### src/rtl/jtag_led_ctrl.sv
// jtag_led_ctrl: captures JTAG command words via a synchronised toggle and drives static/blink/dim/off LEDs
module jtag_led_ctrl #(
    parameter int SYNC_STAGES = 2,
    parameter int BLINK_DIV   = 25000000,
    parameter int WORD_W      = 10
) (
    input  logic              clk,
    input  logic              rst_n,
    input  logic [WORD_W-1:0] jtag_word,
    input  logic              jtag_toggle,
    output logic [3:0]        led,
    output logic              word_valid,
    output logic [7:0]        cmd_count
);
    localparam int PW = $clog2(BLINK_DIV);
    localparam logic [PW-1:0] PRE_LAST = PW'(BLINK_DIV - 1);
    logic [SYNC_STAGES-1:0] sync;
    logic                   prev;
    logic                   take;
    logic [9:0]             cmd;
    logic [PW-1:0]          prescaler;
    logic                   blink_phase;
    logic [3:0]             pwm_cnt;
    logic                   on;
    logic                   unused_word;
    assign unused_word = ^jtag_word;
    // Detect a toggle flip after it has crossed into the clk domain; also decode the lamp state
    always_comb begin
        take = sync[SYNC_STAGES-1] ^ prev;
        on   = cmd[5:4] == 2'b00 ? 1'b1 :
               cmd[5:4] == 2'b01 ? blink_phase :
               cmd[5:4] == 2'b10 ? (pwm_cnt < cmd[9:6]) : 1'b0;
    end
    // Toggle synchroniser, edge detect and command capture; jtag_word is only sampled on take
    always_ff @(posedge clk or negedge rst_n) begin
        if (!rst_n) begin
            sync       <= '0;
            prev       <= 1'b0;
            cmd        <= '0;
            word_valid <= 1'b0;
            cmd_count  <= '0;
        end else begin
            sync       <= {sync[SYNC_STAGES-2:0], jtag_toggle};
            prev       <= sync[SYNC_STAGES-1];
            word_valid <= take;
            if (take) begin
                cmd       <= jtag_word[9:0];
                cmd_count <= cmd_count + 8'd1;
            end
        end
    end
    // Blink prescaler; a capture restarts the period lit and overrides a coincident wrap
    always_ff @(posedge clk or negedge rst_n) begin
        if (!rst_n) begin
            prescaler   <= '0;
            blink_phase <= 1'b0;
        end else if (take) begin
            prescaler   <= '0;
            blink_phase <= 1'b1;
        end else if (prescaler == PRE_LAST) begin
            prescaler   <= '0;
            blink_phase <= ~blink_phase;
        end else begin
            prescaler <= prescaler + 1'b1;
        end
    end
    // Free-running PWM counter, independent of captures
    always_ff @(posedge clk or negedge rst_n) begin
        if (!rst_n) pwm_cnt <= '0;
        else        pwm_cnt <= pwm_cnt + 4'd1;
    end
    // Registered active-low LED drive
    always_ff @(posedge clk or negedge rst_n) begin
        if (!rst_n) led <= 4'hF;
        else        led <= ~(cmd[3:0] & {4{on}});
    end
endmodule

### config.mk
export PLATFORM = sky130hd
export DESIGN_NAME = jtag_led_ctrl
export DESIGN_NICKNAME = d
export VERILOG_FILES = /design/src/rtl/jtag_led_ctrl.sv
export SDC_FILE = /design/constraint.sdc
export NUM_CORES = 1
export LEC_CHECK = 0
export BUFFER_PORTS_ARGS = -buffer_cell sky130_fd_sc_hd__buf_2
export CORE_MARGIN = 4
export CORE_UTILIZATION = 55
export DETAILED_ROUTE_END_ITERATION = 10
export MAX_ROUTING_LAYER = met4
export PLACE_DENSITY = 0.75
export SLEW_MARGIN = 20
export SYNTH_ARGS = -nofsm -noshare
export SYNTH_HDL_FRONTEND = slang
export SYNTH_SLANG_ARGS = --single-unit
### constraint.sdc
create_clock -name clk -period 3.6 [get_ports clk]
set_clock_uncertainty 0.1 [all_clocks]
set_input_delay 0.36 -clock clk [delete_from_list [all_inputs] [get_ports clk]]
set_output_delay 0.36 -clock clk [all_outputs]
set_load 0.01 [all_outputs]
-- Word-level counts from Yosys, hierarchy flattened
Index checks and enable logic that the tools add are counted.
- register bits after elaboration: 56
- input port bits: 13
- word-level logic and storage cells: 29
- $add $sub $neg: 3
- order comparisons: 1
- equality and inequality tests: 3
- mux-type cells: 7
- bitwise operators: 4
- reductions and logical operators: 2
- operators with widths (cell ; number):
    25-bit 2-to-1 mux ; 2
    25-bit by 1-bit adder with 25-bit output, second input constant ; 1
    25-bit equality test, second input constant ; 1
    8-bit by 1-bit adder with 8-bit output, second input constant ; 1
    1-bit 2-to-1 mux ; 5
    4-bit by 1-bit adder with 4-bit output, second input constant ; 1
    4-bit AND ; 1
    4-bit less-than comparator ; 1
    4-bit inverter ; 1
    2-bit by 1-bit equality test with 1-bit output, second input constant ; 1
    2-bit equality test, second input constant ; 1
    2-bit logical NOT ; 1
    2-bit nonzero test ; 1
    1-bit inverter ; 1
    1-bit bitwise XOR ; 1

-- Depth between registers and ports, before layout
Gate-level depths: netlist (run 1).
- depth in word-level cells: 6
- mapped depth: 8

-- Least setup slack after synthesis (run 1)
Ideal clock, no wire load.
- kind: reg-to-reg
- start point: reg prescaler[0]
- end point: reg prescaler[11]
- library setup time: 119 ps
- arrival time: 1599 ps
- setup slack: 1782 ps
- stages on the path, launching flop included: 9
- buffers on the path: 2
- period minus slack after synthesis: 1818 ps
- cells stage by stage: dfrtp_1 -> ha_1 -> nand2_2 -> or3_4 -> nor3_2 -> or2_1 -> buf_4 -> buf_6 -> nor2_1
- cells in the longest elaborated chain, start to end: 3
- elaborated cells between the ends (all ways): 4
- RTL lines (what ; RTL line ; text):
    start: declaration ; 21 ; logic [PW-1:0] prescaler;
    start signal: assignment ; 64 ; prescaler <= prescaler + 1'b1;
    25-bit by 1-bit adder with 25-bit output or 25-bit equality test (tied branches) ; 64, 60 ;
    25-bit 2-to-1 mux * ; 60 ; end else if (prescaler == PRE_LAST) begin
    25-bit 2-to-1 mux * ; 57 ; end else if (take) begin
Every way passes the cells marked *; elsewhere a longest branch is shown, timed or not.
A chain may end at the register's enable or synchronous reset.

-- Worst setup path in the final report (run 1)
- start point: reg prescaler[0]
- end point: reg prescaler[5]
The elaborated chain is that of the path after synthesis.

==> results.yml, run 1 <==
place:
  dp_slack_ns: 1.26
  dp_cells: 279
  port_buffers: 25
  dp_hpwl_um: 2690
  gp_congestion: 0.767
worst_hold_path:
  worstHoldPathType: "input port to asynchronous set/reset pin"
route:
  routedWlPerCell_um: 13.0
  via_per_inst: 5.31
  vias: 1523
  drtIter0Drc: 36
  drc: 0
  wl_um: 3720
  ant_nets: 0
  first_pass_iters: 4
die:
  die_w_um: 74.2
  coreArea_um2: 4120
  fp-row-count: 23
  boundaryPins: 26
  dieArea_um2: 5510
  dieHeight_um: 74.2
  start_util: 0.587
worst_setup_path:
  path_buf_inv: 0
  crit_chain: "ha_1, nand2_2, or3_4, nor3_2, or2_1, nor2_1"
  slowest_stage: "or2_1"
  worst_setup_path_start_kind: "flop"
  crit_fanout: 24
  critPathKind: "flop to flop"
  critPathArrivalTime_ns: 2.37
  r2r_slack_ns: 1.29
  slowest_delay_ns: 0.65
  critPathTopFamily: "simple AND/OR/NAND/NOR gates"
  required_ns: 3.66
  end_kind: "flop"
pwr:
  peakVddDrop_mv: 0.273
  power_leakage_uw: 0.00125
  power.total_uw: 1300
  pwr_density_cell_nw_per_um2: 488
sta:
  fmax_mhz: 434
  fin_crit_ns: 2.31
  setup_tns_ns: 0
  setup_viol: 0
  tightest_slew_ns: 0.789
  setup_slack_ns: 1.29
  relSlewSlack: 0.474
  rsz0062_at_grt: "no"
  period_share: 0.640
  hold_viol: 0
  slew_viol_final: 0
yosys:
  yosysSeqAreaShare: 0.583
  syn-num-nets: 227
  yosysUniqueCellTypes: 27
  synth-seq-cells: 56
  synth.largest_area_cell: "dfrtp_1"
  syn_area_um2: 2410
  synth_top_area_share: 0.539
  synthCells: 208
  yosysWarnings: 0
  syn_avg_cell_area_um2: 11.6
  synth.area.top_cells: "dfrtp_1 54%, xor2_1 8.3%, nor2_1 4.5%, dfstp_2 4.4%, xnor2_1 4.0%"
job:
  drv_cap: 0
cts:
  clk_latency_ns: 0.31
  cts.htree.levels: 2
  cts.reportedPaths.clkPinSlew_ns: 0.09
  hold_buffers: 0
  cts_setup_buffers: 0
  cts.sinks: 56
  cts-resized-gates: 0
  clock-root-buffer: "clkbuf_8"
  numCtsBuffers: 5
  cts_tree: "built"
  cts_buffer_depth: 2
grt:
  antenna_found_initial: 0
  grt_use_total: 0.164
  grt_pass1_wl_um: 6590
  grt.overflow.total: 0
  first_global_vias: 1510
  grt_max_degree: 37
finish:
  final_cell_mix: "52 x dfrtp_1, 29 x nor2_1, 25 x buf_2"
  drive_gt1_frac: 0.219
  fin_util: 0.648
  fin_cells: 287
  nNetsFinal: 255
  final_common_cell: "dfrtp_1"
  diodes: 0
  area_growth_pct: 10.5
outcome:
  status: "finished clean"
==> worst reg2reg max path, cell delays in order (launching register included) <==
cell and delay (ns):
dfrtp_1 0.38, ha_1 0.22, nand2_2 0.10, or3_4 0.39, nor3_2 0.20, or2_1 0.65
nor2_1 0.12
==> cell families (layout without fill, tap and decap cells) <==
kind of cell	count (synthesis)	after routing	synth area share
muxes	8	8	0.0373
xor gates and xnor gates	34	34	0.123
DFF	56	56	0.583
AOI/OAI and AO/OA	11	11	0.0264
and+or+nand+nor	80	80	0.171
adders and majority gates	6	6	0.0311
buffers and inverters	13	42	0.0280
==> registers in the layout, summed over array words and instances, names as in the netlist <==
register and count:
prev 1, cmd 10, cmd_count 8, led 4, blink_phase 1, pwm_cnt 4, sync 2, prescaler 25
word_valid 1
==> routing by layer <==
| layer | vias to the layer above | wire length, um | track usage |
|---|---|---|---|
| met5 | - | 0 | - |
| met4 | 0 | 61 | 0.0534 |
| met1 | 746 | 1740 | 0.202 |
| met2 | 21 | 1760 | 0.259 |
| li1 | 750 | - | - |
| met3 | 6 | 155 | 0.0527 |
==> per-stage QoR <==
step / hold slack, ns / instance area, um^2
3_5_place_dp: 0.242 / 2580
2_1_floorplan: -0.0356 / 2410
6_report: 0.0141 / 2670
4_1_cts: 0.0348 / 2670
3_3_place_gp: 0.235 / 2580
5_1_grt: 0.0409 / 2670
==> worst paths after layout <==
path,start,end,depth (start not counted)
setup / recovery,prescaler[0]$_DFF_PN0_,prescaler[5]$_DFF_PN0_,6
hold / removal,rst_n,cmd_count[4]$_DFFE_PN0N_,1
setup reg to reg,prescaler[0]$_DFF_PN0_,prescaler[5]$_DFF_PN0_,6
hold reg to reg,sync[0]$_DFF_PN0_,sync[1]$_DFF_PN0_,0
max in group asynchronous,rst_n,prescaler[4]$_DFF_PN0_,2
min in group clk,jtag_toggle,sync[0]$_DFF_PN0_,1
==> final cells by class <==
class                      count  area (um^2)
timing repair buffer          27          140
sequential                    56         1410
inverter                       7         26.3
tap                           50         62.6
fill                         327         1450
multi-input combinational    139          947
clock inverter                 2         12.5
clock buffer                   6         72.6
==> synth_stat cells <==
master	n
mux2_2	8
nand2_1	9
o21ai_0	7
dfstp_2	4
nand2b_1	3
or3_4	1
nor4b_1	1
nand2_2	1
nor3_2	3
dfrtp_1	52
a221oi_1	1
buf_6	2
a21oi_1	1
and3_1	6
xor2_1	23
nor3_1	1
nor2_1	29
nand3_1	12
nand4_1	11
clkbuf_1	3
inv_1	7
ha_1	6
and4_1	2
a21o_1	2
buf_4	1
xnor2_1	11
or2_1	1
==> power breakdown <==
| group | total [uW] | switching, uW | internal [uW] |
|---|---|---|---|
| logic | 217 | 115 | 102 |
| clock network | 322 | 186 | 136 |
| registers | 763 | 56.6 | 706 |
Note: power is estimated with default switching activity, not from simulation.
==> run 2, diff against run 1 <==
- CORE_UTILIZATION: 55 -> 52
- clock period: 3.6 -> 2 ns (I/O delays scaled with it)
==> results.yml, run 2 (same netlist as run 1, synthesis figures left out) <==
sta:
  rsz0062_at_grt: "no"
  tightest_slew_ns: 0.577
  hold_viol: 0
  setup_slack_ns: 0.103
  relSlewSlack: 0.615
  setup_viol: 0
  period_share: 0.949
  setup_tns_ns: 0
  fmax_mhz: 527
  slew_viol_final: 0
  fin_crit_ns: 1.90
worst_setup_path:
  path_buf_inv: 1
  worst_setup_path_start_kind: "flop"
  slowest_delay_ns: 0.39
  critPathArrivalTime_ns: 2.00
  crit_fanout: 14
  required_ns: 2.10
  crit_chain: "ha_1, nand2_2, or3_4, nor3_2, or2_1, buf_4, nor2_1"
  critPathKind: "flop to flop"
  end_kind: "flop"
  critPathTopFamily: "simple AND/OR/NAND/NOR gates"
  slowest_stage: "or3_4"
finish:
  fin_util: 0.642
  largest_register_ffs: 25
  nNetsFinal: 268
  drive_gt1_frac: 0.244
  area_growth_pct: 17.4
  regMostFlops: "prescaler"
  diodes: 0
  final_cell_mix: "52 x dfrtp_1, 29 x nor2_1, 25 x buf_2"
  largestRegisters: "prescaler x25, cmd x10, cmd_count x8"
  fill_cells: 352
  stdcell_area_um2: 2830
  final_common_cell: "dfrtp_1"
grt:
  grt.overflow.total: 0
  grt_max_degree: 27
  grt_use_total: 0.159
  grt_pass1_wl_um: 7310
  antenna_found_initial: 0
  first_global_vias: 1561
die:
  coreArea_um2: 4410
  dieHeight_um: 76.1
  fp-row-count: 24
  die_w_um: 76.1
  boundaryPins: 26
  dieArea_um2: 5800
  start_util: 0.547
pwr:
  power.total_uw: 2600
  power_leakage_uw: 0.00133
  peakVddDrop_mv: 0.406
  pwr_density_cell_nw_per_um2: 917
cts:
  clk_latency_ns: 0.31
  cts_tree: "built"
  cts.htree.levels: 2
  cts.sinks: 56
  cts.reportedPaths.clkPinSlew_ns: 0.09
  cts_buffer_depth: 2
  numCtsBuffers: 5
  clock-root-buffer: "clkbuf_8"
route:
  wl_um: 4130
  first_pass_iters: 4
  drtIter0Drc: 66
  routedWlPerCell_um: 13.7
  vias: 1566
  via_per_inst: 5.19
  ant_nets: 0
  drc: 0
place:
  gp_congestion: 0.806
  dp_slack_ns: 0.115
  dp_hpwl_um: 2910
  port_buffers: 25
  placed_area_um2: 2660
worst_hold_path:
  worstHoldPathType: "input port to flop"
outcome:
  status: "finished clean"
job:
  drv_cap: 0
## run 2: final timing paths
check,from,end,slack [ns],cells after the start
max in group asynchronous,rst_n,cmd_count[7]$_DFFE_PN0N_,0.93,3
max reg2reg,prescaler[0]$_DFF_PN0_,prescaler[18]$_DFF_PN0_,0.10,7
min in group asynchronous,rst_n,cmd[7]$_DFFE_PN0N_,0.31,2
max,prescaler[0]$_DFF_PN0_,prescaler[18]$_DFF_PN0_,0.10,7
min,jtag_word[4],cmd[4]$_DFFE_PN0N_,0.01,2
min reg2reg,sync[0]$_DFF_PN0_,sync[1]$_DFF_PN0_,0.28,0
## run 2: where the power goes
group / internal, uW / switching [uW]
clock: 442 / 352
combinational: 212 / 216
sequential: 1270 / 104
total: 1930 / 673
## run 2: worst register-to-register path, cell delays in order, from the launching register on
cell and delay (ns):
dfrtp_1 0.38, ha_1 0.23, nand2_2 0.09, or3_4 0.39
nor3_2 0.20, or2_1 0.15, buf_4 0.20, nor2_1 0.07
## run 2: per-stage QoR
| stage | std cells | hold WS (ns) |
|---|---|---|
| global placement | 289 | 0.127 |
| CTS | 302 | 0.0100 |
| floorplan | 208 | -0.196 |
| global route | 302 | 0.0111 |
| detailed placement | 289 | 0.132 |
| finish | 302 | 0.0141 |
## run 2: per-layer routing
metal,routed length [um],global-route usage,vias to the layer above
met5,0,-,-
met4,108,0.0839,0
met3,132,0.0260,9
met2,1940,0.228,24
met1,1950,0.218,751
li1,-,-,782
## run 2: what timing repair did
| item | in CTS | in global routing |
|---|---|---|
| resized for setup | 0 | 0 |
| endpoints found under the hold margin | 24 | 0 |
| setup endpoints to repair | 0 | 0 |
| hold buffers | 5 | 0 |
| setup buffers | 0 | 0 |
## run 2: area by class of cell
cell class / count / area [um^2] / share of cell area
flip-flops and latches: 56 / 1410 / 0.496
clock buffers: 7 / 96.3 / 0.0340
inverters: 7 / 26.3 / 0.00927
well taps: 52 / 65.1 / 0.0230
multi-input cells: 139 / 947 / 0.334
repair buffers: 40 / 263 / 0.0927
clock inverters: 1 / 30.0 / 0.0106
